### src/rtl/tt_um_jleugeri_ttt_scheduler_if.sv
// Bus between the scheduler, the chip-side token/config sources and the shared core.
// The slave side is the scheduler; the master side drives tokens, config and core results.
interface tt_um_jleugeri_ttt_scheduler_if #(
  parameter int unsigned NUM_CHANNELS  = 4,
  parameter int unsigned CH_BITS       = 2,
  parameter int unsigned TOKENS_BITS   = 4,
  parameter int unsigned DURATION_BITS = 4
) ();
  // Token increments
  logic                     in_valid;
  logic [CH_BITS-1:0]       in_channel;
  logic [TOKENS_BITS-1:0]   in_good;
  logic [TOKENS_BITS-1:0]   in_bad;
  logic                     in_ready;
  // Sweep request and configuration
  logic                     tick;
  logic                     cfg_we;
  logic [CH_BITS-1:0]       cfg_channel;
  logic [TOKENS_BITS-1:0]   cfg_good_thr;
  logic [TOKENS_BITS-1:0]   cfg_bad_thr;
  logic [DURATION_BITS-1:0] cfg_duration;
  // Core issue
  logic                     core_valid;
  logic [CH_BITS-1:0]       core_channel;
  logic [TOKENS_BITS-1:0]   core_good;
  logic [TOKENS_BITS-1:0]   core_bad;
  logic [TOKENS_BITS-1:0]   core_good_thr;
  logic [TOKENS_BITS-1:0]   core_bad_thr;
  logic [DURATION_BITS-1:0] core_duration;
  logic                     core_tick;
  // Core result
  logic                     core_done;
  logic                     core_token_start;
  logic                     core_token_end;
  // Status
  logic [NUM_CHANNELS-1:0]  active;
  logic                     busy;

  modport slave (
    input  in_valid, in_channel, in_good, in_bad, tick,
    input  cfg_we, cfg_channel, cfg_good_thr, cfg_bad_thr, cfg_duration,
    input  core_done, core_token_start, core_token_end,
    output in_ready, core_valid, core_channel, core_good, core_bad,
    output core_good_thr, core_bad_thr, core_duration, core_tick, active, busy
  );

  modport master (
    output in_valid, in_channel, in_good, in_bad, tick,
    output cfg_we, cfg_channel, cfg_good_thr, cfg_bad_thr, cfg_duration,
    output core_done, core_token_start, core_token_end,
    input  in_ready, core_valid, core_channel, core_good, core_bad,
    input  core_good_thr, core_bad_thr, core_duration, core_tick, active, busy
  );
endinterface

### src/rtl/tt_um_jleugeri_ttt_scheduler.sv
// Round-robin scheduler time-sharing one processor core among NUM_CHANNELS virtual
// processors. Pending tokens and per-channel config are snapshotted into the core_*
// registers on issue; core results maintain a per-channel active flag.
module tt_um_jleugeri_ttt_scheduler #(
  parameter int unsigned NUM_CHANNELS  = 4,
  parameter int unsigned CH_BITS       = 2,
  parameter int unsigned TOKENS_BITS   = 4,
  parameter int unsigned DURATION_BITS = 4
) (
  input logic clk,
  input logic reset,
  tt_um_jleugeri_ttt_scheduler_if.slave bus_io
);
  localparam logic [TOKENS_BITS-1:0] TokMax  = '1;
  localparam logic [CH_BITS-1:0]     LastCh  = CH_BITS'(NUM_CHANNELS - 1);

  typedef enum logic [1:0] {StIdle, StIssue, StWait} state_e;

  state_e state_q, state_d;

  logic [TOKENS_BITS-1:0]   pend_good_q [NUM_CHANNELS];
  logic [TOKENS_BITS-1:0]   pend_good_d [NUM_CHANNELS];
  logic [TOKENS_BITS-1:0]   pend_bad_q  [NUM_CHANNELS];
  logic [TOKENS_BITS-1:0]   pend_bad_d  [NUM_CHANNELS];
  logic [TOKENS_BITS-1:0]   cfg_good_thr_q [NUM_CHANNELS];
  logic [TOKENS_BITS-1:0]   cfg_good_thr_d [NUM_CHANNELS];
  logic [TOKENS_BITS-1:0]   cfg_bad_thr_q  [NUM_CHANNELS];
  logic [TOKENS_BITS-1:0]   cfg_bad_thr_d  [NUM_CHANNELS];
  logic [DURATION_BITS-1:0] cfg_duration_q [NUM_CHANNELS];
  logic [DURATION_BITS-1:0] cfg_duration_d [NUM_CHANNELS];

  logic [NUM_CHANNELS-1:0]  active_q, active_d;
  logic                     sweep_q, sweep_d;
  logic [CH_BITS-1:0]       sweep_idx_q, sweep_idx_d;
  logic [CH_BITS-1:0]       ptr_q, ptr_d;
  logic                     busy_q, busy_d;

  logic                     core_valid_q, core_valid_d;
  logic [CH_BITS-1:0]       core_channel_q, core_channel_d;
  logic [TOKENS_BITS-1:0]   core_good_q, core_good_d;
  logic [TOKENS_BITS-1:0]   core_bad_q, core_bad_d;
  logic [TOKENS_BITS-1:0]   core_good_thr_q, core_good_thr_d;
  logic [TOKENS_BITS-1:0]   core_bad_thr_q, core_bad_thr_d;
  logic [DURATION_BITS-1:0] core_duration_q, core_duration_d;
  logic                     core_tick_q, core_tick_d;

  logic                     sel_valid;
  logic                     sel_sweep;
  logic [CH_BITS-1:0]       sel_ch;
  logic [CH_BITS-1:0]       rr_idx;
  logic                     hit_in;
  logic                     hit_cfg;

  function automatic logic [TOKENS_BITS-1:0] sat_add(input logic [TOKENS_BITS-1:0] a,
                                                     input logic [TOKENS_BITS-1:0] b);
    logic [TOKENS_BITS:0] s;
    s = {1'b0, a} + {1'b0, b};
    return s[TOKENS_BITS] ? TokMax : s[TOKENS_BITS-1:0];
  endfunction

  // Channel selection in IDLE: sweep first, else first non-empty channel after the pointer
  always_comb begin
    sel_valid = 1'b0;
    sel_sweep = 1'b0;
    sel_ch    = '0;
    rr_idx    = '0;
    if (state_q == StIdle) begin
      if (sweep_q) begin
        sel_valid = 1'b1;
        sel_sweep = 1'b1;
        sel_ch    = sweep_idx_q;
      end else begin
        // k = NUM_CHANNELS wraps to the pointer itself, so it is checked last
        for (int unsigned k = 1; k <= NUM_CHANNELS; k++) begin
          rr_idx = ptr_q + CH_BITS'(k);
          if (!sel_valid && (pend_good_q[rr_idx] != '0 || pend_bad_q[rr_idx] != '0)) begin
            sel_valid = 1'b1;
            sel_ch    = rr_idx;
          end
        end
      end
    end
  end

  // Pending accumulation and config writes; a selected channel restarts from this cycle's
  // increment so nothing is lost or counted twice
  always_comb begin
    hit_in  = 1'b0;
    hit_cfg = 1'b0;
    for (int unsigned i = 0; i < NUM_CHANNELS; i++) begin
      hit_in  = bus_io.in_valid && (bus_io.in_channel == CH_BITS'(i));
      hit_cfg = bus_io.cfg_we && (bus_io.cfg_channel == CH_BITS'(i));
      if (sel_valid && sel_ch == CH_BITS'(i)) begin
        pend_good_d[i] = hit_in ? bus_io.in_good : '0;
        pend_bad_d[i]  = hit_in ? bus_io.in_bad : '0;
      end else begin
        pend_good_d[i] = sat_add(pend_good_q[i], hit_in ? bus_io.in_good : '0);
        pend_bad_d[i]  = sat_add(pend_bad_q[i], hit_in ? bus_io.in_bad : '0);
      end
      cfg_good_thr_d[i] = hit_cfg ? bus_io.cfg_good_thr : cfg_good_thr_q[i];
      cfg_bad_thr_d[i]  = hit_cfg ? bus_io.cfg_bad_thr : cfg_bad_thr_q[i];
      cfg_duration_d[i] = hit_cfg ? bus_io.cfg_duration : cfg_duration_q[i];
    end
  end

  // FSM next state, issue snapshot, sweep bookkeeping and active-flag update
  always_comb begin
    state_d         = state_q;
    sweep_d         = sweep_q | bus_io.tick;
    sweep_idx_d     = sweep_idx_q;
    ptr_d           = ptr_q;
    active_d        = active_q;
    core_valid_d    = 1'b0;
    core_channel_d  = core_channel_q;
    core_good_d     = core_good_q;
    core_bad_d      = core_bad_q;
    core_good_thr_d = core_good_thr_q;
    core_bad_thr_d  = core_bad_thr_q;
    core_duration_d = core_duration_q;
    core_tick_d     = core_tick_q;
    case (state_q)
      StIdle: begin
        if (sel_valid) begin
          state_d         = StIssue;
          core_valid_d    = 1'b1;
          core_channel_d  = sel_ch;
          core_good_d     = pend_good_q[sel_ch];
          core_bad_d      = pend_bad_q[sel_ch];
          core_good_thr_d = cfg_good_thr_q[sel_ch];
          core_bad_thr_d  = cfg_bad_thr_q[sel_ch];
          core_duration_d = cfg_duration_q[sel_ch];
          core_tick_d     = sel_sweep;
          ptr_d           = sel_ch;
          if (sel_sweep) begin
            sweep_idx_d = sweep_idx_q + 1'b1;
            // A tick landing on the final sweep issue is merged into this sweep
            if (sweep_idx_q == LastCh) begin
              sweep_d = 1'b0;
            end
          end
        end
      end
      StIssue: state_d = StWait;
      StWait: begin
        if (bus_io.core_done) begin
          state_d = StIdle;
          if (bus_io.core_token_end) begin
            active_d[core_channel_q] = 1'b0;
          end else if (bus_io.core_token_start) begin
            active_d[core_channel_q] = 1'b1;
          end
        end
      end
      default: state_d = StIdle;
    endcase
    busy_d = (state_d != StIdle);
  end

  // State registers
  always_ff @(posedge clk or posedge reset) begin
    if (reset) begin
      state_q         <= StIdle;
      sweep_q         <= 1'b0;
      sweep_idx_q     <= '0;
      ptr_q           <= LastCh;
      active_q        <= '0;
      busy_q          <= 1'b0;
      core_valid_q    <= 1'b0;
      core_channel_q  <= '0;
      core_good_q     <= '0;
      core_bad_q      <= '0;
      core_good_thr_q <= '1;
      core_bad_thr_q  <= '1;
      core_duration_q <= '0;
      core_tick_q     <= 1'b0;
      for (int unsigned i = 0; i < NUM_CHANNELS; i++) begin
        pend_good_q[i]    <= '0;
        pend_bad_q[i]     <= '0;
        cfg_good_thr_q[i] <= '1;
        cfg_bad_thr_q[i]  <= '1;
        cfg_duration_q[i] <= '0;
      end
    end else begin
      state_q         <= state_d;
      sweep_q         <= sweep_d;
      sweep_idx_q     <= sweep_idx_d;
      ptr_q           <= ptr_d;
      active_q        <= active_d;
      busy_q          <= busy_d;
      core_valid_q    <= core_valid_d;
      core_channel_q  <= core_channel_d;
      core_good_q     <= core_good_d;
      core_bad_q      <= core_bad_d;
      core_good_thr_q <= core_good_thr_d;
      core_bad_thr_q  <= core_bad_thr_d;
      core_duration_q <= core_duration_d;
      core_tick_q     <= core_tick_d;
      for (int unsigned i = 0; i < NUM_CHANNELS; i++) begin
        pend_good_q[i]    <= pend_good_d[i];
        pend_bad_q[i]     <= pend_bad_d[i];
        cfg_good_thr_q[i] <= cfg_good_thr_d[i];
        cfg_bad_thr_q[i]  <= cfg_bad_thr_d[i];
        cfg_duration_q[i] <= cfg_duration_d[i];
      end
    end
  end

  // The scheduler never back-pressures increments
  assign bus_io.in_ready      = ~reset;
  assign bus_io.core_valid    = core_valid_q;
  assign bus_io.core_channel  = core_channel_q;
  assign bus_io.core_good     = core_good_q;
  assign bus_io.core_bad      = core_bad_q;
  assign bus_io.core_good_thr = core_good_thr_q;
  assign bus_io.core_bad_thr  = core_bad_thr_q;
  assign bus_io.core_duration = core_duration_q;
  assign bus_io.core_tick     = core_tick_q;
  assign bus_io.active        = active_q;
  assign bus_io.busy          = busy_q;

endmodule

### src/flat_wrapper.sv
// flat-port wrapper written by rule: the top's interface ports become plain ports
module tt_um_jleugeri_ttt_scheduler_flat 
#(
  parameter int unsigned NUM_CHANNELS  = 4,
  parameter int unsigned CH_BITS       = 2,
  parameter int unsigned TOKENS_BITS   = 4,
  parameter int unsigned DURATION_BITS = 4
)
  (clk, reset, bus_io_in_valid, bus_io_in_channel, bus_io_in_good, bus_io_in_bad, bus_io_tick, bus_io_cfg_we, bus_io_cfg_channel, bus_io_cfg_good_thr, bus_io_cfg_bad_thr, bus_io_cfg_duration, bus_io_core_done, bus_io_core_token_start, bus_io_core_token_end, bus_io_in_ready, bus_io_core_valid, bus_io_core_channel, bus_io_core_good, bus_io_core_bad, bus_io_core_good_thr, bus_io_core_bad_thr, bus_io_core_duration, bus_io_core_tick, bus_io_active, bus_io_busy);
  tt_um_jleugeri_ttt_scheduler_if #(.NUM_CHANNELS(NUM_CHANNELS), .CH_BITS(CH_BITS), .TOKENS_BITS(TOKENS_BITS), .DURATION_BITS(DURATION_BITS)) bus_io_i ();
  input logic clk;
  input logic reset;
  input wire logic [$bits(bus_io_i.in_valid)-1:0] bus_io_in_valid;
  input wire logic [$bits(bus_io_i.in_channel)-1:0] bus_io_in_channel;
  input wire logic [$bits(bus_io_i.in_good)-1:0] bus_io_in_good;
  input wire logic [$bits(bus_io_i.in_bad)-1:0] bus_io_in_bad;
  input wire logic [$bits(bus_io_i.tick)-1:0] bus_io_tick;
  input wire logic [$bits(bus_io_i.cfg_we)-1:0] bus_io_cfg_we;
  input wire logic [$bits(bus_io_i.cfg_channel)-1:0] bus_io_cfg_channel;
  input wire logic [$bits(bus_io_i.cfg_good_thr)-1:0] bus_io_cfg_good_thr;
  input wire logic [$bits(bus_io_i.cfg_bad_thr)-1:0] bus_io_cfg_bad_thr;
  input wire logic [$bits(bus_io_i.cfg_duration)-1:0] bus_io_cfg_duration;
  input wire logic [$bits(bus_io_i.core_done)-1:0] bus_io_core_done;
  input wire logic [$bits(bus_io_i.core_token_start)-1:0] bus_io_core_token_start;
  input wire logic [$bits(bus_io_i.core_token_end)-1:0] bus_io_core_token_end;
  output wire logic [$bits(bus_io_i.in_ready)-1:0] bus_io_in_ready;
  output wire logic [$bits(bus_io_i.core_valid)-1:0] bus_io_core_valid;
  output wire logic [$bits(bus_io_i.core_channel)-1:0] bus_io_core_channel;
  output wire logic [$bits(bus_io_i.core_good)-1:0] bus_io_core_good;
  output wire logic [$bits(bus_io_i.core_bad)-1:0] bus_io_core_bad;
  output wire logic [$bits(bus_io_i.core_good_thr)-1:0] bus_io_core_good_thr;
  output wire logic [$bits(bus_io_i.core_bad_thr)-1:0] bus_io_core_bad_thr;
  output wire logic [$bits(bus_io_i.core_duration)-1:0] bus_io_core_duration;
  output wire logic [$bits(bus_io_i.core_tick)-1:0] bus_io_core_tick;
  output wire logic [$bits(bus_io_i.active)-1:0] bus_io_active;
  output wire logic [$bits(bus_io_i.busy)-1:0] bus_io_busy;
  assign bus_io_i.in_valid = bus_io_in_valid;
  assign bus_io_i.in_channel = bus_io_in_channel;
  assign bus_io_i.in_good = bus_io_in_good;
  assign bus_io_i.in_bad = bus_io_in_bad;
  assign bus_io_i.tick = bus_io_tick;
  assign bus_io_i.cfg_we = bus_io_cfg_we;
  assign bus_io_i.cfg_channel = bus_io_cfg_channel;
  assign bus_io_i.cfg_good_thr = bus_io_cfg_good_thr;
  assign bus_io_i.cfg_bad_thr = bus_io_cfg_bad_thr;
  assign bus_io_i.cfg_duration = bus_io_cfg_duration;
  assign bus_io_i.core_done = bus_io_core_done;
  assign bus_io_i.core_token_start = bus_io_core_token_start;
  assign bus_io_i.core_token_end = bus_io_core_token_end;
  assign bus_io_in_ready = bus_io_i.in_ready;
  assign bus_io_core_valid = bus_io_i.core_valid;
  assign bus_io_core_channel = bus_io_i.core_channel;
  assign bus_io_core_good = bus_io_i.core_good;
  assign bus_io_core_bad = bus_io_i.core_bad;
  assign bus_io_core_good_thr = bus_io_i.core_good_thr;
  assign bus_io_core_bad_thr = bus_io_i.core_bad_thr;
  assign bus_io_core_duration = bus_io_i.core_duration;
  assign bus_io_core_tick = bus_io_i.core_tick;
  assign bus_io_active = bus_io_i.active;
  assign bus_io_busy = bus_io_i.busy;
  tt_um_jleugeri_ttt_scheduler #(.NUM_CHANNELS(NUM_CHANNELS), .CH_BITS(CH_BITS), .TOKENS_BITS(TOKENS_BITS), .DURATION_BITS(DURATION_BITS)) u_core (.clk(clk), .reset(reset), .bus_io(bus_io_i));
endmodule
### config.mk
export PLATFORM = sky130hd
export DESIGN_NAME = tt_um_jleugeri_ttt_scheduler_flat
export DESIGN_NICKNAME = d
export VERILOG_FILES = /design/src/rtl/tt_um_jleugeri_ttt_scheduler_if.sv /design/src/rtl/tt_um_jleugeri_ttt_scheduler.sv /design/src/flat_wrapper.sv
export SDC_FILE = /design/constraint.sdc
export NUM_CORES = 1
export LEC_CHECK = 0
export ABC_CLOCK_PERIOD_IN_PS = 3400
export BUFFER_PORTS_ARGS = -buffer_cell sky130_fd_sc_hd__buf_2
export CORE_MARGIN = 1.5
export CORE_UTILIZATION = 35
export CTS_CLUSTER_DIAMETER = 60
export CTS_CLUSTER_SIZE = 16
export DETAILED_ROUTE_END_ITERATION = 10
export PLACE_DENSITY = 0.56
export SLEW_MARGIN = 10
export SYNTH_ARGS = -nofsm -noshare
export SYNTH_HDL_FRONTEND = slang
export SYNTH_SLANG_ARGS = --single-unit
### constraint.sdc
create_clock -name clk -period 3.4 [get_ports clk]
set_clock_uncertainty 0.05 [all_clocks]
set_input_delay 0.51 -clock clk [delete_from_list [all_inputs] [get_ports clk]]
set_output_delay 0.51 -clock clk [all_outputs]
set_load 0.02 [all_outputs]
# Word level (Yosys, flattened, before mapping)
# Index checks and enable logic that the tools add are counted.
classes:
  n_addsub: 12
  order_cmp: 7
  eq_ne: 12
  muxes: 96
  bitwise_logic: 10
  n_reduce_logical: 40
op_table:
  columns: ["op", "count"]
  rows:
  - ["$mux 4", 52]
  - ["$bmux 4 s2", 13]
  - ["$add 4x4->5", 8]
  - ["$reduce_bool 4->1", 8]
  - ["$mux 1", 21]
  - ["$eq 2x2->1 const B", 8]
  - ["$logic_and 1x1->1", 16]
  - ["$mux 2", 8]
  - ["$ge 3x3->1 const B", 5]
  - ["$not 2->3", 5]
  - ["$eq 2x1->1 const B", 4]
  - ["$logic_not 2->1", 4]
  - ["$pmux 2 s3", 1]
  - ["$reduce_and 3->1", 2]
  - ["$add 2x1->2 const B", 2]
  - ["$add 2x2->2 const B", 2]
  - ["$and 4x4->4", 1]
  - ["$logic_or 1x1->1", 4]
  - ["$not 4->4", 1]
  - ["$or 4x4->4", 1]
  - ["$reduce_bool 2->1", 2]
  - ["$logic_not 1->1", 3]
  - ["$lt 2x3->1 const B", 1]
  - ["$demux 1 s2", 1]
  - ["other kinds (4)", 4]
word_totals:
  reg_bits: 116
  inputBits: 32
  out_inout_bits: 30
  word_cells: 211

# Logic depth before layout (Yosys ltp)
depth:
  depth_word: 29
  depth_mapped: 12
  mapped_depth_nobuf: 12

# Worst setup path after synthesis
# Ideal clock, no wire load.
synth_timing:
  path_type: "input-to-output"
  startpoint: "input reset"
  endpoint: "output bus_io_in_ready"
  t_arrival_ps: 2960
  required_time_ps: 2840
  slack_ps: -120
  stages: 1
  n_path_buf: 0
  path_cell_list: "inv_1"
synth_between:
  elab_chain_len: 1
synth_rtl:
  columns: ["element", "line", "text"]
  rows:
  - ["from (decl)", "flat_wrapper.sv:12", "input logic reset;"]
  - ["$not 1->1", "tt_um_jleugeri_ttt_scheduler.sv:209", "assign bus_io.in_ready = ~reset;"]
  - ["to (decl)", "flat_wrapper.sv:26", "output wire logic [$bits(bus_io_i.in_ready)-1:0] bus_io_in_ready;"]
# Every way passes these cells.

==> results.py <==
metrics = {
    "clock_network": {
        "worstSkewPairLatency_ps": 420,
        "clk_pin_slew_ps": 60,
        "clock-sinks": 116,
        "root_buffer": "clkbuf_16",
        "post_cts_buffers": 0,
        "hold_buffers": 0,
        "h-tree-depth": 4,
        "tritoncts": "yes",
        "ctsResizeCount": 0,
        "cts_made_buffers": 17,
        "cts_buffer_depth": 2,
    },
    "worst_hold_path": {
        "hold_path_class": "in -> reg",
        "hold_path_depth": 2,
        "worstHoldStart": "bus_io_core_token_end",
    },
    "status": {
        "status": "finished, final reports clean",
    },
    "sta": {
        "setup_tns_ps": 0,
        "period_needed_ps": 2780,
        "maxSlewViolCount": 0,
        "tightest_slew_ps": 808.7,
        "grt_setup_unrepaired": "no",
        "max_freq_mhz": 359.8,
        "relSlewSlack": 0.4592,
        "setup_viol": 0,
        "hold_viol": 0,
        "fin_crit_sh": 0.8175,
    },
    "drt": {
        "viasPerCell": 5.082,
        "via_count": 4665,
        "drtIter0Drc": 192,
        "dr.pass1.iters": 4,
        "routed_wl_mm": 15.70,
        "wire_per_inst_um": 17.10,
        "drc": 0,
        "ant_nets": 0,
    },
    "worst_setup_path": {
        "cp_max_fo": 8,
        "worst_ep_arrival_time_ps": 3070,
        "timing.rr.start": "u_core.pend_bad_q[1]",
        "required_ps": 3690,
        "start_kind": "register",
        "critical_path_class": "reg -> reg",
        "worstSetupEndpointType": "register",
        "reg2regPathDepth": 8,
        "r2r_setup_slack_ps": 620,
        "r2r_end": "u_core.pend_bad_q[14]",
    },
    "synthesis": {
        "synth-warning-count": 0,
        "async_flop_share": 1.000,
        "ys.flop_type": "dfrtp_1",
        "synth_top_area_cell": "dfrtp_1",
        "avgSynthCellArea_um2": 10.83,
        "netlist.area_leader.share": 0.2821,
        "ys_top_cells_by_area": "dfrtp_1 28%, dfstp_2 17%, mux2i_1 9.8%",
        "ys_types": 49,
        "syn-num-nets": 679,
        "synth_edf_count": 0,
        "syn_inst": 606,
        "yosys-top-cells-count": "74 x dfrtp_1, 65 x nand2_1, 64 x mux2i_1",
        "synth_area_um2": 6565,
        "yosysMostFrequentCell": "dfrtp_1",
        "ys_seq_elements": 116,
        "yosysSeqAreaShare": 0.4502,
    },
    "global_route": {
        "grt_overflow": 0,
        "grt_pass1_wl_mm": 25.99,
        "grt_max_degree": 117,
        "antenna_found_initial": 0,
        "grt_usage": 0.1714,
        "grt_pass1_vias": 4978,
    },
    "place": {
        "place_hpwl_mm": 11.33,
        "place.gp.congestion": 0.8027,
        "portBuffers": 61,
    },
    "cells_and_area": {
        "final_layout_size_suffix_gt1_frac": 0.3106,
        "synthToLayoutAreaGrowth_pct": 18.56,
        "multiInputGateArea_um2": 3279,
        "antenna_cells": 0,
        "final-seq-area_um2": 2955,
        "nets": 749,
        "fill_cells": 1697,
    },
    "die": {
        "dieArea_um2": 19590,
        "core-area_um2": 18150,
        "die_w_um": 140.0,
        "die_h_um": 140.0,
        "rows": 49,
        "start_util": 0.3618,
        "io_pins": 62,
    },
    "power_and_ir_drop": {
        "leakage_nw": 3.878,
        "peakVddDrop_v": 0.0004113,
        "power_density_nw_per_um2": 926.8,
        "power_mw": 7.214,
    },
    "job": {
        "maxCapViolCount": 0,
    },
}
final cells by class:
type | instances | area share
clock inverter | 14 | 0.02572
timing repair buffer | 72 | 0.05305
inverter | 55 | 0.02701
clock buffer | 18 | 0.05642
tap | 229 | 0.03681
multi-input combinational | 414 | 0.4213
sequential | 116 | 0.3797
per-stage QoR:
stage	cell area [µm²]	util	cells	hold slack (ps)	setup slack, ps
global placement	7144	0.3937	886	409.3	756.2
finish	7784	0.4289	918	269.3	620.4
global route	7784	0.4289	918	265.2	472.4
detailed placement	7144	0.3937	886	416.2	657.4
CTS	7784	0.4289	918	257.9	646.6
floorplan	6569	-	606	400.9	880.8
registers in the layout, summed over array words and instances, names as in the netlist, 4 cells and up, named ones only:
register,cells
u_core.bus_io.core_bad,4
u_core.bus_io.core_bad_thr,4
u_core.bus_io.core_duration,4
u_core.bus_io.core_good,4
u_core.bus_io.core_good_thr,4
u_core.cfg_bad_thr_q,16
u_core.cfg_duration_q,16
u_core.cfg_good_thr_q,16
u_core.pend_bad_q,16
u_core.pend_good_q,16
critical path: stages, from the launching register on:
cell      delay [ps]
dfrtp_1          430
nor4_1           580
a21oi_1          130
o311ai_1         390
nand3b_1         140
a211o_1          360
nor2b_1          170
buf_4            220
mux2i_1          230
worst max path at each step:
| stage | startpoint | depth (start not counted) | end |
|---|---|---|---|
| 2_1_floorplan | reset | 1 | bus_io_in_ready |
| 3_3_place_gp | u_core.pend_bad_q[1] | 8 | u_core.pend_good_q[14] |
| 3_5_place_dp | u_core.pend_bad_q[1] | 8 | u_core.pend_bad_q[14] |
| 4_1_cts | u_core.pend_bad_q[1] | 8 | u_core.pend_bad_q[14] |
| 5_1_grt | u_core.pend_good_q[1] | 8 | u_core.pend_good_q[14] |
| 6_report | u_core.pend_bad_q[1] | 8 | u_core.pend_bad_q[14] |
layout by cell type (no fill, tap or decap), drive strengths merged, types with 11 or more instances in the layout:
| cell type | instances |
|---|---|
| inv | 57 |
| dfrtp | 74 |
| nor2 | 50 |
| nand2b | 12 |
| mux2 | 50 |
| dfstp | 42 |
| ha | 33 |
| clkbuf | 18 |
| o21ai | 16 |
| buf | 72 |
| nand2 | 66 |
| nor2b | 11 |
| o221ai | 20 |
| xnor2 | 17 |
| mux2i | 64 |
| a21oi | 19 |
metal layers:
| layer | wire (µm) | up-vias | track usage |
|---|---|---|---|
| met5 | 0 | - | 0 |
| met4 | 189 | 0 | 0.04820 |
| met3 | 709 | 17 | 0.04137 |
| met2 | 7364 | 115 | 0.2815 |
| met1 | 7436 | 2299 | 0.2261 |
| li1 | - | 2234 | - |
kinds of logic (layout without fill, tap and decap cells):
| logic type | after synthesis | count (layout) | synth area share |
|---|---|---|---|
| buffers and inverters | 76 | 159 | 0.05108 |
| DFF | 116 | 116 | 0.4502 |
| and+or+nand+nor | 172 | 172 | 0.1302 |
| AOI/OAI and AO/OA | 70 | 70 | 0.07529 |
| xor gates and xnor gates | 17 | 17 | 0.02268 |
| adders and majority gates | 41 | 41 | 0.08729 |
| muxes | 114 | 114 | 0.1833 |
report_power, final:
part	internal [mW]	switching [mW]	total, mW	leakage [nW]
Combinational	1.24	1.63	2.88	2.23
Sequential	1.98	0.421	2.41	1.34
Clock	1.25	0.678	1.93	0.304
Note: power is estimated with default switching activity, not from simulation.
